===== src/rtl/control_fsm.sv =====
// control_fsm: multicycle RV32I control sequencer with memory handshake and retired-instruction counter.
// Optional feature: define CONTROL_FSM_TRAP_EN to trap undefined opcodes in a terminal TRAP state.
module control_fsm (
    input  logic        clk,
    input  logic        rst_n,
    input  logic [6:0]  opcode,
    input  logic        branch_taken,
    input  logic        mem_ready,
    output logic        mem_req,
    output logic        mem_we,
    output logic        adr_src,
    output logic        ir_we,
    output logic        pc_we,
    output logic        reg_we,
    output logic [1:0]  alu_src_a,
    output logic [1:0]  alu_src_b,
    output logic [1:0]  result_src,
    output logic        alu_ctrl,
    output logic [31:0] instret,
    output logic        illegal
);
    typedef enum logic [3:0] {
        S_FETCH, S_DECODE, S_MEM_ADDR, S_MEM_READ, S_MEM_WB, S_MEM_WRITE,
        S_EXEC_R, S_EXEC_I, S_LUI, S_AUIPC, S_ALU_WB, S_JAL, S_JALR,
        S_JALR_PC, S_BRANCH
`ifdef CONTROL_FSM_TRAP_EN
        , S_TRAP
`endif
    } state_t;

    state_t state, next;

    // State register; reset drops any in-flight access back to FETCH.
    always_ff @(posedge clk or negedge rst_n) begin
        if (!rst_n) state <= S_FETCH;
        else        state <= next;
    end

    // Retire counter: counts every entry into FETCH from another state.
    always_ff @(posedge clk or negedge rst_n) begin
        if (!rst_n)                               instret <= '0;
        else if (state != S_FETCH && next == S_FETCH) instret <= instret + 32'd1;
    end

    // Next-state and state-decoded outputs, all forced low while in reset.
    always_comb begin
        next       = state;
        mem_req    = 1'b0;
        mem_we     = 1'b0;
        adr_src    = 1'b0;
        ir_we      = 1'b0;
        pc_we      = 1'b0;
        reg_we     = 1'b0;
        alu_src_a  = 2'd0;
        alu_src_b  = 2'd0;
        result_src = 2'd0;
        alu_ctrl   = 1'b0;
        illegal    = 1'b0;
        if (rst_n) begin
            case (state)
                S_FETCH: begin
                    mem_req    = 1'b1;
                    alu_src_b  = 2'd2;
                    result_src = 2'd2;
                    ir_we      = mem_ready;
                    pc_we      = mem_ready;
                    next       = mem_ready ? S_DECODE : S_FETCH;
                end
                S_DECODE: begin
                    alu_src_a = 2'd1;
                    alu_src_b = 2'd1;
                    case (opcode)
                        7'b0000011, 7'b0100011: next = S_MEM_ADDR;
                        7'b0110011: next = S_EXEC_R;
                        7'b0010011: next = S_EXEC_I;
                        7'b1101111: next = S_JAL;
                        7'b1100111: next = S_JALR;
                        7'b1100011: next = S_BRANCH;
                        7'b0110111: next = S_LUI;
                        7'b0010111: next = S_AUIPC;
                        7'b1110011: next = S_FETCH;
`ifdef CONTROL_FSM_TRAP_EN
                        default:    next = S_TRAP;
`else
                        default:    next = S_FETCH;
`endif
                    endcase
                end
                S_MEM_ADDR: begin
                    alu_src_a = 2'd2;
                    alu_src_b = 2'd1;
                    next      = opcode[5] ? S_MEM_WRITE : S_MEM_READ;
                end
                S_MEM_READ: begin
                    mem_req = 1'b1;
                    adr_src = 1'b1;
                    next    = mem_ready ? S_MEM_WB : S_MEM_READ;
                end
                S_MEM_WB: begin
                    result_src = 2'd1;
                    reg_we     = 1'b1;
                    next       = S_FETCH;
                end
                S_MEM_WRITE: begin
                    mem_req = 1'b1;
                    mem_we  = 1'b1;
                    adr_src = 1'b1;
                    next    = mem_ready ? S_FETCH : S_MEM_WRITE;
                end
                S_EXEC_R: begin
                    alu_src_a = 2'd2;
                    alu_ctrl  = 1'b1;
                    next      = S_ALU_WB;
                end
                S_EXEC_I: begin
                    alu_src_a = 2'd2;
                    alu_src_b = 2'd1;
                    alu_ctrl  = 1'b1;
                    next      = S_ALU_WB;
                end
                S_LUI: begin
                    alu_src_a = 2'd3;
                    alu_src_b = 2'd1;
                    next      = S_ALU_WB;
                end
                S_AUIPC: begin
                    alu_src_a = 2'd1;
                    alu_src_b = 2'd1;
                    next      = S_ALU_WB;
                end
                S_ALU_WB: begin
                    reg_we = 1'b1;
                    next   = S_FETCH;
                end
                S_JAL: begin
                    alu_src_a = 2'd1;
                    alu_src_b = 2'd2;
                    pc_we     = 1'b1;
                    next      = S_ALU_WB;
                end
                S_JALR: begin
                    alu_src_a = 2'd2;
                    alu_src_b = 2'd1;
                    next      = S_JALR_PC;
                end
                S_JALR_PC: begin
                    alu_src_a = 2'd1;
                    alu_src_b = 2'd2;
                    pc_we     = 1'b1;
                    next      = S_ALU_WB;
                end
                S_BRANCH: begin
                    pc_we = branch_taken;
                    next  = S_FETCH;
                end
`ifdef CONTROL_FSM_TRAP_EN
                S_TRAP: begin
                    illegal = 1'b1;
                    next    = S_TRAP;
                end
`endif
                default: next = S_FETCH;
            endcase
        end
    end
endmodule


===== config.mk =====
export PLATFORM = sky130hd
export DESIGN_NAME = control_fsm
export DESIGN_NICKNAME = d
export VERILOG_FILES = /design/src/rtl/control_fsm.sv
export SDC_FILE = /design/constraint.sdc
export NUM_CORES = 1
export LEC_CHECK = 0
export CAP_MARGIN = 30
export CORE_MARGIN = 2
export CORE_UTILIZATION = 54
export DETAILED_ROUTE_END_ITERATION = 7
export PLACE_DENSITY = 0.88
export SLEW_MARGIN = 20
export SYNTH_ARGS = -nofsm -noshare
export SYNTH_HDL_FRONTEND = slang
export SYNTH_SLANG_ARGS = --single-unit

===== constraint.sdc =====
create_clock -name clk -period 4.3 [get_ports clk]
set_input_delay 0.86 -clock clk [delete_from_list [all_inputs] [get_ports clk]]
set_output_delay 0.86 -clock clk [all_outputs]
set_load 0.05 [all_outputs]

==> flow_summary.json <==
{
  "hold_viol_final": 0,
  "p_leak_nw": 1.05,
  "path_clk_slew_ps": 70,
  "clk_path_buf_depth": 2,
  "fp.dieW_microns": 70.6,
  "first_global_vias": 2010,
  "syn2layout_area_growth_pct": 26.4,
  "crit_fanout": 24,
  "io-pin-count": 57,
  "hp-class": "input pin to async pin",
  "cts_resized": 0,
  "cp-start-kind": "register",
  "rr_worst_depth": 8,
  "final_max_slew_viol_count": 0,
  "ys_async_sr_fraction_pct": 100,
  "drive_gt1_share_pct": 12.4,
  "dr.pass1.iters": 4,
  "antenna_found_initial": 0,
  "h-tree-depth": 2,
  "setup_viol": 0,
  "arrival_ps": 2800,
  "dr_total_vias": 2101,
  "required_ps": 3440,
  "cts.sinks": 36,
  "vias_per_cell": 5.87,
  "synth_nets": 267,
  "worstMarginPinSlew_ps": 814,
  "synth-edff-count": 0,
  "grt_usage_pct": 23.0,
  "avgSynthCellArea_sq_um": 9.40,
  "outcome": "finished, final reports clean",
  "syn-cell-area_sq_um": 2400,
  "antenna_left": 0,
  "yosysWarnings": 0,
  "drtIter0Drc": 165,
  "yosysSeqAreaShare_pct": 37.6,
  "grt_max_degree": 30,
  "routed_wl_mm": 5.45,
  "die_area_sq_um": 4990,
  "cts_tree": "yes",
  "power_density_nw_per_um2": 572,
  "drc_errors": 0,
  "fin_crit_sh_pct": 85.1,
  "finClkSkew_ps": 6.35,
  "fill_cells": 335,
  "synth_top_area_share_pct": 37.6,
  "clock_latency_ps": 290,
  "final_common_cell": "clkdlybuf4s50_1",
  "synthFlopType": "dfrtp_1",
  "dp_hpwl_mm": 3.79,
  "antenna_cells": 0,
  "synth.distinct_cells": 54,
  "start_util_pct": 55.4,
  "num_rows": 24,
  "critPathKind": "register to output pin",
  "setup-tns-final_ps": 0,
  "ys_ff_latch": 36,
  "final_nets": 317,
  "numCtsBuffers": 5,
  "max_cap_viol_count": 0,
  "ir_worst_vdd_mv": 0.475,
  "cts_hold_buf": 0,
  "die_h_microns": 70.6,
  "final_util_pct": 70.1,
  "port_buffers": 55,
  "rsz0062_at_grt": "false",
  "cts_setup_buffers": 0,
  "syn_inst": 255,
  "grt_pass1_wl_mm": 9.41,
  "fin_crit_ps": 3660,
  "synth_largest_area_cell": "dfrtp_1",
  "layout_common_cells": "clkdlybuf4s50_1 (53), dfrtp_1 (36), xor2_1 (26)",
  "finalWeightedCongestion": 0.907,
  "grt_remaining_overflow": 0,
  "reg2reg_to": "instret[18]$_DFFE_PN0P_",
  "max_clock_freq_mhz": 273,
  "cp-startpoint": "state[2]$_DFF_PN0_",
  "design.core.area_sq_um": 4320,
  "routedWlPerCell_microns": 15.2,
  "end_kind": "output pin",
  "cts_root_buffer": "clkbuf_8",
  "r2r-start": "state[2]$_DFF_PN0_",
  "synth.area.top_cells": "dfrtp_1 (38%), xor2_1 (9.5%), nor4_2 (5.7%)",
  "reg2reg_slack_ps": 1120,
  "relSlewSlack_pct": 45.2
}
## area by class of cell
cell class	count	area (sq um)	area share, %
timing repair buffer	59	573	18.9
clock buffer	7	86.3	2.85
clock inverter	1	7.51	0.248
sequential	36	901	29.7
multi-input combinational	194	1360	45.0
tap	52	65.1	2.15
inverter	9	33.8	1.11
## per-layer routing
metal | vias to the layer above | GRT usage [%] | wire (microns)
li1 | 1014 | - | -
met1 | 1011 | 33.0 | 2470
met2 | 68 | 36.9 | 2630
met3 | 8 | 4.13 | 295
met4 | 0 | 5.03 | 58
met5 | - | 0 | 0
## state kept, by name, indices dropped and copies added (netlist names)
register,count
state,4
instret,32
## Yosys cell counts (3+ instances only)
library cell  number
inv_1              7
a21oi_1           11
nand2_1           21
nor4_2            11
clkbuf_1           5
or3b_1             3
nor3_1            13
xor2_1            26
o21ai_0            6
dfrtp_1           36
or4bb_1            3
a211oi_1           4
buf_4              5
and3_1             5
nand2b_1           5
nor4_1             3
nor3_2             4
xnor2_1            7
nand3_1           11
buf_2              4
nor2_1            16
nand4_1            6
## worst max-delay path by stage
stage	endpoint	depth (start not counted)
after floorplan	mem_req	5
after global placement	instret[17]$_DFFE_PN0P_	9
after detailed placement	instret[22]$_DFFE_PN0P_	9
after CTS	mem_req	4
after global routing	mem_req	4
final	mem_req	4
## power by group
part           internal [W]  total (W)  switching, W
Clock              0.000130   0.000251      0.000121
Combinational      0.000341    0.00101      0.000664
Sequential         0.000388   0.000476     0.0000875
Total              0.000859    0.00173      0.000873
## critical path, stage by stage, from the launching register on
cell	delay [ps]
dfrtp_1	610
nor4_1	770
and2_1	230
or2_2	100
clkdlybuf4s50_1	780
## cells by family after synthesis
logic type      share of synthesized area, %
simple gates                            32.2
compound gates                          11.5
flops                                   37.6
xor+xnor                                12.1
buf+inv                                 5.53
fa+ha+maj                              0.522
other cells                            0.156
mux                                    0.470
## through the flow
step	total power (W)	instances	hold WS (ps)	area, sq um	setup WS [ps]
after detailed placement	0.00148	350	473	2940	545
after floorplan	0.00127	255	564	2400	674
after global placement	0.00146	350	465	2940	741
after CTS	0.00173	358	463	3030	642
final	0.00173	358	462	3030	642
after global routing	0.00184	358	473	3030	472
No activity file was read; power rests on OpenSTA's default activity.
